[src/rtl/demux_tdm_1_para_n_pkg.sv]
// Shared definitions for the TDM 1-to-N demultiplexer family:
// state encoding, slot-counter width helper and default geometry.
package demux_tdm_1_para_n_pkg;

    localparam int N_CANAIS_DEF = 4;
    localparam int LARGURA_DEF  = 8;

    typedef enum logic {
        ST_IDLE = 1'b0,
        ST_RUN  = 1'b1
    } state_e;

    // Slot counter width: max(1, clog2(n)).
    function automatic int slot_w(input int n);
        return (n <= 2) ? 1 : $clog2(n);
    endfunction

endpackage

[src/rtl/demux_1_para_n.sv]
// Combinational 1-to-N decoder: turns a slot index plus enable into a
// one-hot write strobe. Built from not/and gates as the dual of the
// mux primitives so it can be reused on its own.
module demux_1_para_n
    import demux_tdm_1_para_n_pkg::*;
#(
    parameter int N_OUT = N_CANAIS_DEF,
    parameter int SEL_W = slot_w(N_OUT)
) (
    input  logic [SEL_W-1:0] sel,
    input  logic             en,
    output logic [N_OUT-1:0] strobe
);

    wire [SEL_W-1:0] sel_n;

    for (genvar b = 0; b < SEL_W; b++) begin : g_inv
        not u_not (sel_n[b], sel[b]);
    end

    // Each output is en AND-ed with the true/complement literal of every
    // select bit that matches its own index.
    for (genvar k = 0; k < N_OUT; k++) begin : g_out
        wire [SEL_W:0] chain;
        assign chain[0] = en;
        for (genvar b = 0; b < SEL_W; b++) begin : g_term
            if (((k >> b) & 1) == 1) begin : g_hi
                and u_and (chain[b+1], chain[b], sel[b]);
            end else begin : g_lo
                and u_and (chain[b+1], chain[b], sel_n[b]);
            end
        end
        assign strobe[k] = chain[SEL_W];
    end

endmodule

[src/rtl/demux_tdm_1_para_n.sv]
// TDM demultiplexer: routes framed serial beats to N_CANAIS registered
// channel outputs by slot position. One cycle of latency, all outputs
// registered.
// Optional macro DEMUX_TDM_FRAME_BUF_EN: capture into shadow registers and
// publish the whole frame on dout at once when it completes.
module demux_tdm_1_para_n
    import demux_tdm_1_para_n_pkg::*;
#(
    parameter int N_CANAIS = N_CANAIS_DEF,
    parameter int LARGURA  = LARGURA_DEF
) (
    input  logic                         clk,
    input  logic                         rst_n,
    input  logic [LARGURA-1:0]           din,
    input  logic                         din_valid,
    input  logic                         frame_sync,
    output logic [N_CANAIS*LARGURA-1:0]  dout,
    output logic [N_CANAIS-1:0]          dout_valid,
    output logic                         frame_done,
    output logic                         sync_err
);

    localparam int SW = slot_w(N_CANAIS);
    localparam logic [SW-1:0] LAST_SLOT = SW'(N_CANAIS - 1);

    state_e                        state_q, state_d;
    logic [SW-1:0]                 slot_q, slot_d;
    logic [N_CANAIS*LARGURA-1:0]   dout_q, dout_d;
    logic [N_CANAIS-1:0]           dout_valid_q, dout_valid_d;
    logic                          frame_done_q, frame_done_d;
    logic                          sync_err_q, sync_err_d;

    logic                          wr_en;
    logic [SW-1:0]                 wr_slot;
    logic [N_CANAIS-1:0]           wr_strobe;

    // Frame FSM: decide which slot (if any) this beat writes and advance.
    always_comb begin
        // NOTE: every signal gets a default first so no path leaves it unassigned (no latch).
        state_d      = state_q;
        slot_d       = slot_q;
        wr_en        = 1'b0;
        wr_slot      = slot_q;
        frame_done_d = 1'b0;
        sync_err_d   = 1'b0;
        if (din_valid) begin
            if (frame_sync) begin
                // A sync always starts a new frame; mid-frame it is an error.
                wr_en      = 1'b1;
                wr_slot    = '0;
                slot_d     = SW'(1);
                state_d    = ST_RUN;
                sync_err_d = (state_q == ST_RUN);
            end else if (state_q == ST_RUN) begin
                wr_en = 1'b1;
                if (slot_q == LAST_SLOT) begin
                    frame_done_d = 1'b1;
                    slot_d       = '0;
                    state_d      = ST_IDLE;
                end else begin
                    slot_d = slot_q + SW'(1);
                end
            end
        end
    end

    demux_1_para_n #(
        .N_OUT (N_CANAIS),
        .SEL_W (SW)
    ) u_dec (
        .sel    (wr_slot),
        .en     (wr_en),
        .strobe (wr_strobe)
    );

`ifdef DEMUX_TDM_FRAME_BUF_EN
    logic [N_CANAIS*LARGURA-1:0] shadow_q, shadow_d;

    // Collect beats in the shadow; publish the whole frame on completion.
    always_comb begin
        shadow_d = shadow_q;
        if (sync_err_d) begin
            // Aborted frame: drop whatever was collected so far.
            shadow_d = '0;
        end
        for (int k = 0; k < N_CANAIS; k++) begin
            if (wr_strobe[k]) shadow_d[k*LARGURA +: LARGURA] = din;
        end
        dout_d       = dout_q;
        dout_valid_d = '0;
        if (frame_done_d) begin
            dout_d       = shadow_d;
            dout_valid_d = '1;
        end
    end

    // Shadow register bank.
    always_ff @(posedge clk or negedge rst_n) begin
        if (!rst_n) shadow_q <= '0;
        else        shadow_q <= shadow_d;
    end
`else
    // Write the selected channel field directly; others hold.
    always_comb begin
        dout_d = dout_q;
        for (int k = 0; k < N_CANAIS; k++) begin
            if (wr_strobe[k]) dout_d[k*LARGURA +: LARGURA] = din;
        end
        dout_valid_d = wr_strobe;
    end
`endif

    // State, slot counter and registered outputs.
    always_ff @(posedge clk or negedge rst_n) begin
        if (!rst_n) begin
            state_q      <= ST_IDLE;
            slot_q       <= '0;
            dout_q       <= '0;
            dout_valid_q <= '0;
            frame_done_q <= 1'b0;
            sync_err_q   <= 1'b0;
        end else begin
            // NOTE: non-blocking so every flop samples the pre-edge values.
            state_q      <= state_d;
            slot_q       <= slot_d;
            dout_q       <= dout_d;
            dout_valid_q <= dout_valid_d;
            frame_done_q <= frame_done_d;
            sync_err_q   <= sync_err_d;
        end
    end

    assign dout       = dout_q;
    assign dout_valid = dout_valid_q;
    assign frame_done = frame_done_q;
    assign sync_err   = sync_err_q;

endmodule

[config.mk]
export PLATFORM = sky130hd
export DESIGN_NAME = demux_tdm_1_para_n
export DESIGN_NICKNAME = d
export VERILOG_FILES = /design/src/rtl/demux_tdm_1_para_n_pkg.sv /design/src/rtl/demux_1_para_n.sv /design/src/rtl/demux_tdm_1_para_n.sv
export SDC_FILE = /design/constraint.sdc
export NUM_CORES = 1
export LEC_CHECK = 0
export BUFFER_PORTS_ARGS = -buffer_cell sky130_fd_sc_hd__buf_4
export CORE_UTILIZATION = 52
export CTS_BUF_LIST = sky130_fd_sc_hd__clkbuf_2
export DETAILED_ROUTE_END_ITERATION = 10
export PLACE_DENSITY = 0.85
export SLEW_MARGIN = 10
export SYNTH_ARGS = -nofsm -noshare
export SYNTH_HDL_FRONTEND = slang
export SYNTH_SLANG_ARGS = --single-unit
[constraint.sdc]
create_clock -name clk -period 1.85 [get_ports clk]
set_clock_uncertainty 0.05 [all_clocks]
set_input_delay 0.555 -clock clk [delete_from_list [all_inputs] [get_ports clk]]
set_output_delay 0.555 -clock clk [all_outputs]
set_load 0.005 [all_outputs]
Word level (Yosys, flattened, before mapping)

Index checks and enable logic that the tools add are counted.

Input port bits: 12
Word-level logic and storage cells: 38
Output and inout port bits: 38
Register bits after elaboration: 41

Equal/unequal tests: 1
Reduce and logical (&&, ||, !) cells: 2
Mux-type cells: 17
Add/subtract/negate cells: 1
Bitwise operators: 8

Operators by type and width:

| kind                                                           | number |
|---|---|
| 1-bit 2-to-1 mux                                               | 12 |
| 2-bit 2-to-1 mux                                               | 5 |
| 1-bit AND                                                      | 6 |
| 2-bit by 1-bit adder with 2-bit output (second input constant) | 1 |
| 2-bit equality test (second input constant)                    | 1 |
| 1-bit inverter                                                 | 2 |
| 2-bit AND reduction                                            | 1 |
| 2-bit nonzero test                                             | 1 |

Logic depth before layout (Yosys ltp)

Word-level depth: 5
Depth in mapped cells: 5
Mapped depth without buffers: 4

Cells and area by module

A second synthesis with hierarchy kept.

Cells, all modules: 98
Area, all modules: 1,577.8 µm²

By module, submodules not included:

| module             | seq. area each (µm²) | area each (µm²) | times used | cells an instance |
|---|---|---|---|---|
| demux_tdm_1_para_n | 1,026.0              | 1,540.2         | 1          | 94 |
| demux_1_para_n     | 0.0                  | 37.5            | 1          | 4 |

Least setup slack after synthesis

Ideal clock, no wire load.

Path kind: input to register
Start point: input din_valid
End point: register dout_q[10], in the netlist dout[10]
Setup time: 125 ps
Path slack: 151 ps
Stages: 5
Path buffers: 2
Data arrival time: 1,524 ps
Required time: 1,675 ps
Cells stage by stage: buf_2 and3b_2 and3_4 buf_6 mux2_4

Word-level cells in the longest chain between the ends: 3
Elaborated cells on any way between the ends: 5
Those cells by class: mux (2); bitwise (3)

Ends and longest elaborated chain:

| what                                                 | RTL line                                   | source |
|---|---|---|
| from (decl)                                          | demux_tdm_1_para_n.sv:15                   | `input logic din_valid,` |
| 1-bit 2-to-1 mux or 2-bit 2-to-1 mux (tied branches) | demux_tdm_1_para_n.sv:46                   | `if (din_valid) begin` |
| 1-bit AND or 1-bit inverter (tied branches)          | demux_1_para_n.sv:28, demux_1_para_n.sv:18 |  |
| 1-bit AND (*)                                        | demux_1_para_n.sv:30                       | `and u_and (chain[b+1], chain[b], sel_n[b]);` |
| named net dout_valid_d[1]                            | demux_tdm_1_para_n.sv:29                   | `logic [N_CANAIS-1:0] dout_valid_q, dout_valid_d;` |
| to (signal assigned)                                 | demux_tdm_1_para_n.sv:126                  | `dout_q <= dout_d;` |
| to (decl)                                            | demux_tdm_1_para_n.sv:28                   | `logic [N_CANAIS*LARGURA-1:0] dout_q, dout_d;` |

The timed path passes the listed nets; every way through them passes the cells marked *.
A chain may end at the register's enable or synchronous reset.

Worst setup path in the final report

Start point: register slot_q[0]
End point: register dout_q[1], in the netlist dout[1]

Word-level cells in the longest chain between the ends: 5

Ends and longest elaborated chain:

| what                       | RTL line                  | source |
|---|---|---|
| from (decl)                | demux_tdm_1_para_n.sv:27  | `logic [SW-1:0] slot_q, slot_d;` |
| from (signal assigned)     | demux_tdm_1_para_n.sv:125 | `slot_q <= slot_d;` |
| 2-bit 2-to-1 mux           | demux_tdm_1_para_n.sv:47  | `if (frame_sync) begin` |
| 2-bit 2-to-1 mux (*)       | demux_tdm_1_para_n.sv:46  |  |
| 1-bit inverter (*)         | demux_1_para_n.sv:18      | `not u_not (sel_n[b], sel[b]);` |
| 1-bit AND (*) (2 in a row) | demux_1_para_n.sv:30      |  |

Every way passes the cells marked *; elsewhere a longest branch is shown, timed or not.

==> results.txt <==
----------------------------------------------------
[Clock tree]
  Latest clock arrival within the worst-skew pair ... 0.38 ns
  H-Tree Depth ... 2
  Count of clock tree sinks ... 41
  Number of hold buffers added after CTS ... 0
  Clk Tree Root Cell ... clkbuf_2
  Number of buffers inserted by post-CTS setup repair ... 0
  Maximum root-to-sink buffer count ... 2
  Count of instances resized after the clock tree is built ... 0
  Clock-pin slew on the worst setup and hold paths ... 0.20 ns
  CTS Buf Count ... 5
  TritonCTS clock tree ... done

[Route]
  DRC viols ... 2
  1st-pass router iterations ... 7
  DRC marker count from the first detailed-route iteration ... 10
  Wire length per cell ... 15.7 um
  Final routed wirelength across all metal layers ... 2890 um
  Mean number of vias per cell ... 5.26
  Vias ... 967
  Residual antenna-violating net count after detailed routing ... 0

[GRT]
  Global route overflow ... 0
  Wire length of the first global-routing pass ... 5010 um
  Via count of the first global-routing pass ... 1,024
  Largest net degree at the start of global routing ... 42
  Total GRT Usage ... 20.8%
  Antenna violations before repair ... 0

[STA]
  Number of hold violations in the final report ... 0
  Worst-case headroom to the max-slew limit ... 65.9%
  Slew @ Worst Pin ... 0.512 ns
  Highest achievable clock rate ... 579 MHz
  Fin crit period ... 1.73 ns
  Hold Worst Slack ... 0.0502 ns
  Total negative slack ... 0 ns
  RSZ-0062 raised after global routing ... false
  Pins over their slew limit ... 0
  Share of the clock period used by the worst path ... 93.4%
  Worst path setup slack after routing ... 0.121 ns
  Total of endpoints with negative setup slack in the final report ... 0

[Placement]
  Estimated wirelength of the detail-placed design ... 2030 um
  Final weighted congestion in routability-driven placement ... 0.690
  Post-Place Cells ... 176
  Pre-CTS setup slack ... 0.0811 ns
  Input/output buffers ... 49

[Critical path]
  Crit-path max FO ... 9
  WP data arrival ... 1.98 ns
  Endpoint kind of the worst setup timing path ... flop
  Data required time of the critical path ... 2.10 ns
  Critical path class ... flop to flop
  Startpoint Class ... flop

[Final layout]
  Ratio of cells with drive above 1 in the final layout ... 63.4%
  Leading cell type in the layout, fill and taps excluded ... buf_4
  Final std cells w/o fill ... 184
  Area grow syn2layout ... 27.6%
  # diodes ... 0
  Share of the core filled with cells in the final layout ... 72.1%
  Net count, final ... 165
  Commonest cells after routing, fill and taps aside ... buf_4, dfrtp_1, mux2_2

[Floorplan]
  Initial standard-cell utilization of the core ... 56.5%
  Die Span X ... 57.5 um
  Core Footprint ... 2830 um^2
  I/O pin count ... 50
  Die Y ... 57.5 um
  Full die area ... 3300 um^2
  Number of core rows ... 19

[Flow run]
  Max-cap violations ... 0

[Yosys]
  Sequential element share of the synthesized area ... 64.2%
  Synthesis Warnings ... 0
  Total nets after synthesis ... 110
  Post-Synthesis Cell Area ... 1600 um^2
  Instance count of the mapped netlist ... 97
  Mean instance size in the synthesized netlist ... 16.5 um^2
  Synth unique cells ... 21
  Number of storage elements in the synthesis netlist ... 41

[Pwr]
  Power per standard cell area ... 1470 nW/um^2
  Leak Pwr ... 0.00101 uW
  Peak supply drop ... 0.000830 V

[Status]
  Result of the run ... complete, but fails checks
  Violations in the final reports ... DRC

[Worst hold path]
  Path category of the worst min-delay check ... input port to async pin

----------------------------------------------------
==> cells by family (layout without fill, tap and decap cells) <==
kind of cell    Yosys count  in the layout  share of synthesized area (%)
mux                      32             32                           24.4
buf+inv                   5             61                           1.80
flops                    41             41                           64.2
compound gates            5              5                           2.27
fa+ha+maj                 1              1                          0.782
simple gates             13             13                           6.57
==> sequential cells by signal, indices dropped and copies added (netlist names) <==
| register | flops |
|---|---|
| state_q | 1 |
| dout | 32 |
| sync_err | 1 |
| frame_done | 1 |
| dout_valid | 4 |
| slot_q | 2 |
==> final timing paths <==
path / startpoint / endpoint / slack, ns / cells after the start
max reg2reg: slot_q[0] / dout[1] / 0.12 / 3
min reg2reg: dout[26] / dout[26] / 0.48 / 1
min: rst_n / dout_valid[0] / 0.05 / 1
max: slot_q[0] / dout[1] / 0.12 / 3
min in group clk: frame_sync / slot_q[1] / 0.33 / 2
max in group asynchronous: rst_n / slot_q[0] / 1.35 / 1
==> synthesized netlist by cell type (all sizes together) <==
master	number	area, um^2
o21ai	1	5.00
nand3	2	15.0
nor4	1	21.3
inv	2	7.51
a22o	1	10.0
dfrtp	41	1030
o21a	2	15.0
o22ai	1	6.26
and3	2	18.8
and2	1	7.51
ha	1	12.5
nor3b	2	15.0
mux2	32	390
buf	3	21.3
nand2	4	17.5
and3b	1	10.0
==> stage by stage <==
step | cell area [um^2] | total power [uW]
2_1_floorplan | 1600 | 2000
3_3_place_gp | 2000 | 2610
3_5_place_dp | 2000 | 2650
4_1_cts | 2040 | 3030
5_1_grt | 2040 | 3200
6_report | 2040 | 2990
==> worst max-delay path, cell delays in order (launching register included) <==
cell	delay, ns
dfrtp_1	0.53
nor3b_1	0.23
o21a_1	0.44
mux2_2	0.39
==> per-layer routing <==
metal  GRT usage (%)  routed length, um  vias up  share of wire, %
met5               0                  0        -                 0
met4            6.97                 38        0               1.3
met3            7.71                178        6               6.2
met2            32.1               1420       31                49
met1            27.5               1250      477                43
li1                -                  -      453                 -
==> area by class of cell <==
cell class | instances | area [um^2]
repair buffers | 51 | 383
flip-flops and latches | 41 | 1030
multi-input cells | 51 | 544
inverters | 2 | 7.51
clock inverters | 3 | 16.3
clock buffers | 5 | 25.0
well taps | 31 | 38.8
fillers | 189 | 788
==> power breakdown <==
group          leakage (uW)  internal, uW  switching, uW
sequential         0.000502          1240            229
clock             0.0000284          90.2            287
combinational      0.000483           775            369
No activity file was read; power rests on OpenSTA's default activity.
